==> config.mk <==
export PLATFORM = sky130hd
export DESIGN_NAME = wrf_sink_fifo
export DESIGN_NICKNAME = d
export VERILOG_FILES = /design/src/rtl/wrf_sink_fifo.sv
export SDC_FILE = /design/constraint.sdc
export NUM_CORES = 2
export LEC_CHECK = 0
export CELL_PAD_IN_SITES_DETAIL_PLACEMENT = 2
export CELL_PAD_IN_SITES_GLOBAL_PLACEMENT = 2
export CORE_ASPECT_RATIO = 1.2
export CORE_UTILIZATION = 24
export CTS_CLUSTER_SIZE = 40
export DETAILED_ROUTE_END_ITERATION = 12
export PLACE_DENSITY = 0.42
export SLEW_MARGIN = 20
export SYNTH_ARGS = -nofsm -noshare
export SYNTH_HDL_FRONTEND = slang
export SYNTH_SLANG_ARGS = --single-unit
==> constraint.sdc <==
create_clock -name clk_sys_i -period 6.2 [get_ports clk_sys_i]
set_input_delay 0.62 -clock clk_sys_i [delete_from_list [all_inputs] [get_ports clk_sys_i]]
set_output_delay 0.62 -clock clk_sys_i [all_outputs]
set_load 0.05 [all_outputs]
==> src/rtl/wrf_sink_fifo.sv <==
// rtl/wrf_sink_fifo.sv - fabric sink with frame hold register, drop policy and FWFT output FIFO
//
// Ports:
//   clk_sys_i, rst_n_i          clock, asynchronous active-low reset
//   snk_cyc/stb/we/adr/dat/sel  pipelined fabric sink (one frame per cyc high)
//   snk_stall_o/ack_o/err_o     fabric flow control and per-word response
//   out_valid_o/out_ready_i     first-word-fall-through output handshake
//   out_dat/adr/odd/sof/eof_o   output word and frame markers
//   frame_cnt_o, drop_cnt_o     wrapping counters of queued and dropped frames
module wrf_sink_fifo #(
    parameter int g_depth     = 64,
    parameter int g_hold_free = 4
) (
    input  logic        clk_sys_i,
    input  logic        rst_n_i,
    input  logic        snk_cyc_i,
    input  logic        snk_stb_i,
    input  logic        snk_we_i,
    input  logic [1:0]  snk_adr_i,
    input  logic [15:0] snk_dat_i,
    input  logic [1:0]  snk_sel_i,
    output logic        snk_stall_o,
    output logic        snk_ack_o,
    output logic        snk_err_o,
    output logic        out_valid_o,
    input  logic        out_ready_i,
    output logic [15:0] out_dat_o,
    output logic [1:0]  out_adr_o,
    output logic        out_odd_o,
    output logic        out_sof_o,
    output logic        out_eof_o,
    output logic [15:0] frame_cnt_o,
    output logic [15:0] drop_cnt_o
);

    localparam int c_aw = $clog2(g_depth);
    localparam logic [c_aw+1:0] c_depth = (c_aw+2)'(g_depth);
    localparam logic [c_aw+1:0] c_hold  = (c_aw+2)'(g_hold_free);
    localparam logic [c_aw+1:0] c_two   = (c_aw+2)'(2);

    typedef enum logic [1:0] {S_IDLE, S_FRAME, S_DROP} state_t;

    state_t state, state_nxt;

    logic            cyc_d;
    logic [c_aw:0]   wr_ptr, rd_ptr;
    logic [c_aw:0]   used;
    logic [c_aw+1:0] free_cnt;
    logic            full, empty;
    logic [20:0]     mem [g_depth];
    logic [20:0]     rd_entry;
    logic [20:0]     push_data;

    logic            hold_valid;
    logic [15:0]     hold_dat;
    logic [1:0]      hold_adr;
    logic            hold_odd;
    logic            hold_sof;
    logic            sof_pend;

    logic            cyc_rise;
    logic            accept;
    logic            frame_start, drop_start;
    logic            store, word_sof;
    logic            push_mid, push_eof, push, pop;

    assign used  = wr_ptr - rd_ptr;
    assign empty = (wr_ptr == rd_ptr);
    assign full  = (wr_ptr[c_aw] != rd_ptr[c_aw]) &&
                   (wr_ptr[c_aw-1:0] == rd_ptr[c_aw-1:0]);

    // Free space counts the hold register as already occupying an entry, so
    // the pending eof push always has a slot waiting for it.
    assign free_cnt = c_depth - {1'b0, used} - {{(c_aw+1){1'b0}}, hold_valid};

    assign cyc_rise    = snk_cyc_i & ~cyc_d;
    assign snk_stall_o = (state == S_FRAME) && (free_cnt < c_two);
    assign accept      = snk_cyc_i & snk_stb_i & ~snk_stall_o;

    always_comb begin
        state_nxt   = state;
        frame_start = 1'b0;
        drop_start  = 1'b0;
        case (state)
            S_IDLE: begin
                if (cyc_rise) begin
                    if (free_cnt >= c_hold) begin
                        state_nxt   = S_FRAME;
                        frame_start = 1'b1;
                    end else begin
                        state_nxt  = S_DROP;
                        drop_start = 1'b1;
                    end
                end
            end
            S_FRAME: if (!snk_cyc_i) state_nxt = S_IDLE;
            S_DROP:  if (!snk_cyc_i) state_nxt = S_IDLE;
            default: state_nxt = S_IDLE;
        endcase
    end

    // The word presented on the cyc rise cycle already belongs to the new frame.
    assign store    = accept & snk_we_i & ((state == S_FRAME) | frame_start);
    assign word_sof = frame_start | sof_pend;

    // The hold register only ever holds a word of the current frame, and it is
    // drained on the cyc=0 cycle, so an eof push always precedes the next rise.
    assign push_mid  = store & hold_valid;
    assign push_eof  = (state == S_FRAME) & ~snk_cyc_i & hold_valid;
    assign push      = push_mid | push_eof;
    assign push_data = {hold_dat, hold_adr, hold_odd, hold_sof, push_eof};
    assign pop       = ~empty & out_ready_i;

    always_ff @(posedge clk_sys_i or negedge rst_n_i) begin
        if (!rst_n_i) begin
            state       <= S_IDLE;
            cyc_d       <= 1'b1;  // a cyc already high at release is not a rise
            wr_ptr      <= '0;
            rd_ptr      <= '0;
            hold_valid  <= 1'b0;
            hold_dat    <= '0;
            hold_adr    <= '0;
            hold_odd    <= 1'b0;
            hold_sof    <= 1'b0;
            sof_pend    <= 1'b0;
            snk_ack_o   <= 1'b0;
            snk_err_o   <= 1'b0;
            frame_cnt_o <= '0;
            drop_cnt_o  <= '0;
        end else begin
            state     <= state_nxt;
            cyc_d     <= snk_cyc_i;
            snk_ack_o <= accept & snk_we_i;
            snk_err_o <= accept & ~snk_we_i;

            if (push && !full) wr_ptr <= wr_ptr + 1'b1;
            if (pop)           rd_ptr <= rd_ptr + 1'b1;

            if (store) begin
                hold_valid <= 1'b1;
                hold_dat   <= snk_dat_i;
                hold_adr   <= snk_adr_i;
                hold_odd   <= (snk_sel_i == 2'b10);
                hold_sof   <= word_sof;
            end else if (push_eof) begin
                hold_valid <= 1'b0;
            end

            if (store)
                sof_pend <= 1'b0;
            else if (frame_start)
                sof_pend <= 1'b1;

            if (push_eof)   frame_cnt_o <= frame_cnt_o + 16'd1;
            if (drop_start) drop_cnt_o  <= drop_cnt_o + 16'd1;
        end
    end

    always_ff @(posedge clk_sys_i) begin
        if (push && !full) mem[wr_ptr[c_aw-1:0]] <= push_data;
    end

    // Outputs are forced to zero while empty so reset leaves them all at 0.
    assign rd_entry    = mem[rd_ptr[c_aw-1:0]];
    assign out_valid_o = ~empty;
    assign out_dat_o   = empty ? 16'd0 : rd_entry[20:5];
    assign out_adr_o   = empty ? 2'd0  : rd_entry[4:3];
    assign out_odd_o   = ~empty & rd_entry[2];
    assign out_sof_o   = ~empty & rd_entry[1];
    assign out_eof_o   = ~empty & rd_entry[0];

endmodule

After elaboration in Yosys (flattened, before gate mapping)
Memory sizes are Yosys's and may differ from the RTL's. Cells that the tools add are included.

Multiplexer cells: 18. $add $sub $neg: 7. Bitwise operators: 21. Eq/ne operators: 8. Order comparisons: 2. Reduce and logical (&&, ||, !) cells: 9.

Operator list (number): adder 16 x 1 -> 16 bit, second input constant (2); two-way mux 16 bit (1); adder 7 x 1 -> 7 bit, second input constant (2); AND 1 bit (13); two-way mux 1 bit (12); >= comparator 8 x 3 -> 1 bit, second input constant (1); less-than comparator 8 x 2 -> 1 bit, second input constant (1); two-way mux 2 bit (4); subtractor 7 x 7 -> 8 bit, first input constant (1); subtractor 8 x 1 -> 8 bit (1); == test 7 bit (1); subtractor 7 bit (1); == test 6 bit (1); inverter 1 bit (5); == test 2 bit, second input constant (2); inequality test 2 bit, second input constant (2); one-hot mux 2 bit (2 select lines) (1); nonzero test 2 bit (2); logical AND 1 bit (3); OR 1 bit (3); == test 2 x 1 -> 1 bit, second input constant (1); zero test 2 bit (1); AND reduction 2 bit (1); OR reduction 2 bit (1); other kinds (2) (2).

Bits in registers: 73. Memories: 1. Output and inout bits: 57. Memory bits (writable): 1344.

Memories: mem (words 64, width 21, read ports 1, clocked after Yosys merged registers in 0, write ports 1, line 50) `logic [20:0] mem [g_depth];`.

Logic depth before layout (Yosys ltp)
Depth in word-level cells: 14. Depth in mapped cells: 20. Mapped depth without buffers: 18.

Least setup slack after synthesis
Ideal clock, no wire load.

Kind: reg-to-reg. Start: register rd_ptr[1]. End: memory mem[32][0], enable pin. Stages on the path, launching flop included: 20. Data arrival time: 6171 ps. Required time: 5748 ps. Path slack: -424 ps. Cell sequence: dfrtp_1 > clkbuf_1 > buf_1 > clkbuf_1 > inv_1 > ha_1 > nand2b_1 > a21oi_1 > xnor2_4 > inv_1 > ha_1 > a211o_1 > nor2b_1 > o21ai_0 > o311ai_0 > o2111ai_1 > and4bb_2 > o21ai_1 > buf_2 > nor4_1.

Longest elaborated chain between the ends: 14. Elaborated cells between the ends (all ways): 22. Those cells by class: add/sub (3); order compare (2); eq/ne (1); mux (5); bitwise (7); reduce/logical (4).

RTL lines: start: declaration (line 46) `logic [c_aw:0] wr_ptr, rd_ptr;`; start signal: assignment (line 137) `if (pop) rd_ptr <= rd_ptr + 1'b1;`; subtractor 7 bit (line 67) `assign used = wr_ptr - rd_ptr;`; subtractor 7 x 7 -> 8 bit (line 74) `assign free_cnt = c_depth - {1'b0, used} - {{(c_aw+1){1'b0}}, hold_valid};`; subtractor 8 x 1 -> 8 bit (line 74); >= comparator 8 x 3 -> 1 bit / less-than comparator 8 x 2 -> 1 bit (equally long branches) (line 87, 77); two-way mux 1 bit / logical AND 1 bit (equally long branches) (line 87, 77); two-way mux 1 bit / inverter 1 bit (equally long branches) (line 86, 78); two-way mux 1 bit / AND 1 bit (equally long branches) (line 84, 78); OR 1 bit / AND 1 bit (equally long branches) (line 103) `assign store = accept & snk_we_i & ((state == S_FRAME) | frame_start);`; AND 1 bit (line 103); AND 1 bit (line 108) `assign push_mid = store & hold_valid;`; OR 1 bit (line 110) `assign push = push_mid | push_eof;`; logical AND 1 bit * (line 160) `if (push && !full) mem[wr_ptr[c_aw-1:0]] <= push_data;`; two-way mux 1 bit * (line 160); two-way mux 1 bit (not written as such) * (line 160); end: declaration (line 50).

Every way passes the cells marked *; elsewhere a longest branch is shown, timed or not.

Worst setup path in the final report
Start: register rd_ptr[1]. End: output out_dat_o[11].

Longest elaborated chain between the ends: 2. Elaborated cells between the ends (all ways): 3. Those cells by class: eq/ne (1); mux (1); memory (1).

RTL lines: memory read (64 x 21 bit) / == test 7 bit (equally long branches); two-way mux 16 bit * (line 166) `assign out_dat_o = empty ? 16'd0 : rd_entry[20:5];`; end: declaration (line 27) `output logic [15:0] out_dat_o,`.

Marked as above.

==> results.py <==
metrics = {
    "cts": {
        "cts_tree": "built",
        "cts_max_level": 4,
        "cts_root_buffer": "clkbuf_16",
        "cts_buffers": 163,
        "cts_buffer_depth": 3,
        "cts.sinks": 1417,
        "post-cts-setup-buffers": 0,
        "clkTransAtPathRegs_ns": 0.06,
        "clk_latency_ns": 0.81,
    },
    "logic_synthesis": {
        "synthTopCellsByCount": "edfxtp_1, mux4_2, dfrtp_1, clkbuf_1, nor3_1",
        "ys.warnings.count": 0,
        "syn-cell-area_um2": 55100,
        "synth_seq_cells": 1417,
        "synth.area.top_cells": "edfxtp_1, mux4_2, dfrtp_1, nor3_1, clkbuf_1",
        "yosysMostFrequentCell": "edfxtp_1",
        "synth_flop_cell": "edfxtp_1",
        "yosys.area.top_type": "edfxtp_1",
        "yosys.area.top_type_share_pct": 73.3,
        "ys_types": 61,
        "synth_edf_count": 1344,
        "synthCells": 2344,
        "yosysSeqAreaShare_pct": 76.6,
        "avgSynthCellArea_um2": 23.5,
        "synthesis.nets": 2390,
        "async_reset_ff_share_pct": 5.15,
    },
    "timing": {
        "fmax_mhz": 168,
        "setup_viol": 0,
        "worstMarginPinSlew_ns": 1.05,
        "skew_ns": 0.0224,
        "rsz0062_at_grt": "no",
        "slew_headroom_pct": 29.8,
        "hold_violations": 0,
        "fin_crit_ns": 5.96,
        "fin_crit_sh_pct": 96.1,
        "slew_viol_final": 0,
        "fin_setup_tns_ns": 0,
    },
    "die": {
        "rows": 192,
        "initial_core_util_pct": 24.2,
        "dieWidth_um": 439,
        "dieHeight_um": 527,
        "io_pins": 83,
        "dieArea_um2": 231000,
        "core_area_um2": 228000,
    },
    "route": {
        "avgViaCountPerCell": 4.40,
        "wl_mm": 165,
        "ant_nets": 0,
        "drt_iter0_drc": 1557,
        "route.detailed.drc": 0,
        "post_drt_wl_per_cell_um": 28.7,
        "drt_pass1_iterations": 5,
        "vias": 25300,
    },
    "setup_path": {
        "r2r-start": "rd_ptr[2]",
        "end_kind": "output port",
        "startpoint_type": "flip-flop",
        "path_class": "flip-flop to output port",
        "reg2reg_slack_ns": 0.53,
        "cp.arrival_ns": 5.34,
        "crit_fanout": 99,
        "r2r_cells": 17,
        "timing.rr.end": "mem[56][20]",
        "required_ns": 5.58,
    },
    "global_routing": {
        "grt_pass1_vias": 28600,
        "antenna_found_initial": 23,
        "track_usage_pct": 14.4,
        "grt_pass1_wl_mm": 232,
        "grt-ovfl-total": 0,
        "grt_max_degree": 128,
    },
    "place": {
        "gp_congestion": 0.743,
        "port_buffers": 82,
        "dp_hpwl_mm": 100,
    },
    "power_and_ir_drop": {
        "p_leak_nw": 20.4,
        "p_per_area_nw_per_um2": 505,
        "max-vdd-ir-drop_mv": 0.359,
    },
    "layout": {
        "area_growth_pct": 19.5,
        "num-nets-final": 2646,
        "post_route_cells_drive_above_1_share_pct": 34.1,
        "final_util_pct": 28.9,
    },
    "run_status": {
        "status": "complete, no violations",
    },
    "run": {
        "maxCapViolCount": 0,
    },
    "min_path": {
        "hold_path.class": "input port to asynchronous set/reset pin",
    },
}
## worst max-delay path: stages (launching register included)
cell and delay (ns):
dfrtp_4 0.42, buf_12 0.53, buf_4 0.88, mux4_2 0.49
mux4_2 0.59, mux4_2 0.50, and2_1 0.25, clkdlybuf4s50_1 0.73
## through the flow
step,setup WS (ns),area (µm²),hold slack [ns],power [mW],instances
floorplan,0.0378,55100,0.324,19.5,2344
global placement,0.696,60600,0.468,24.4,5441
detailed placement,0.562,60600,0.470,24.6,5441
CTS,0.0565,65800,0.205,34.1,5738
global route,0.00751,65800,0.247,34.7,5739
finish,0.241,65800,0.274,33.3,5740
## report_power, final
group / leakage, nW / total [mW] / internal, mW / switching, mW
combinational: 4.82 / 11.3 / 4.33 / 6.95
sequential: 13.0 / 12.6 / 12.0 / 0.617
clock: 2.49 / 9.36 / 5.37 / 3.99
total: 20.4 / 33.3 / 21.7 / 11.6
## kinds of logic (layout without fill, tap and decap cells)
kind of cell	count (synthesis)	after routing	share of synthesized area, %
simple gates	212	212	2.04
other cells	0	2	0
mux	465	465	18.5
compound gates	32	32	0.500
buf+inv	151	538	1.07
fa+ha+maj	20	20	0.468
xor+xnor	47	47	0.782
flops	1417	1417	76.6
## registers in the layout (all words and copies together), names as in the netlist
| register | flops |
|---|---|
| cyc_d | 1 |
| snk_err_o | 1 |
| wr_ptr | 7 |
| hold_valid | 1 |
| hold_odd | 1 |
| sof_pend | 1 |
| mem | 1344 |
| hold_dat | 16 |
| frame_cnt_o | 16 |
| hold_adr | 2 |
| drop_cnt_o | 16 |
| rd_ptr | 7 |
| hold_sof | 1 |
| state | 2 |
| snk_ack_o | 1 |
## cell usage in the layout, fill, tap and decap left out, types with 7 or more instances in the layout
cell type / instances
edfxtp_1: 1344
dfrtp_4: 9
dfrtp_1: 48
bufinv_16: 11
clkbuf_1: 36
clkdlybuf4s50_1: 80
dfrtp_2: 15
and2_1: 22
nand3_1: 11
mux4_2: 441
clkbuf_16: 164
nor3_2: 56
nor4_1: 7
nand2_1: 37
clkinv_1: 41
xnor2_1: 26
or2_2: 7
mux2_2: 22
clkinv_2: 19
xor2_1: 20
inv_1: 24
buf_4: 124
ha_1: 19
nor2_1: 23
nor3_1: 7
## metal layers
metal / vias up / wire length, µm / track usage (%)
li1: 10500 / - / -
met5: - / 65 / 0
met4: 10 / 4660 / 4.73
met2: 464 / 87600 / 25.8
met3: 216 / 6060 / 2.64
met1: 14100 / 66200 / 17.2
## final cells by class
cell class	instances	area [µm²]
fillers	22600	162000
flip-flops and latches	1417	42200
multi-input cells	776	12600
clock buffers	202	4270
well taps	3007	3760
repair buffers	214	1910
clock inverters	94	886
inverters	28	110
diodes	2	5.00
## worst max-delay path by stage
stage,to,slack (ns),depth (start not counted),startpoint
6_report,out_dat_o[11],0.24,7,rd_ptr[1]
2_1_floorplan,mem[10][0],0.04,20,rd_ptr[1]
3_3_place_gp,mem[56][4],0.70,17,rd_ptr[2]
3_5_place_dp,mem[56][8],0.56,17,wr_ptr[0]
4_1_cts,out_dat_o[11],0.06,7,rd_ptr[0]
5_1_grt,out_dat_o[11],0.008,7,rd_ptr[1]
## timing repair
| item | CTS | global route |
|---|---|---|
| hold buffers | 1 | 0 |
| gates resized for setup | 0 | 3 |
| hold endpoints to repair | 22 | 0 |
| setup endpoints to repair | 0 | 12 |
No activity file was read; power rests on OpenSTA's default activity.
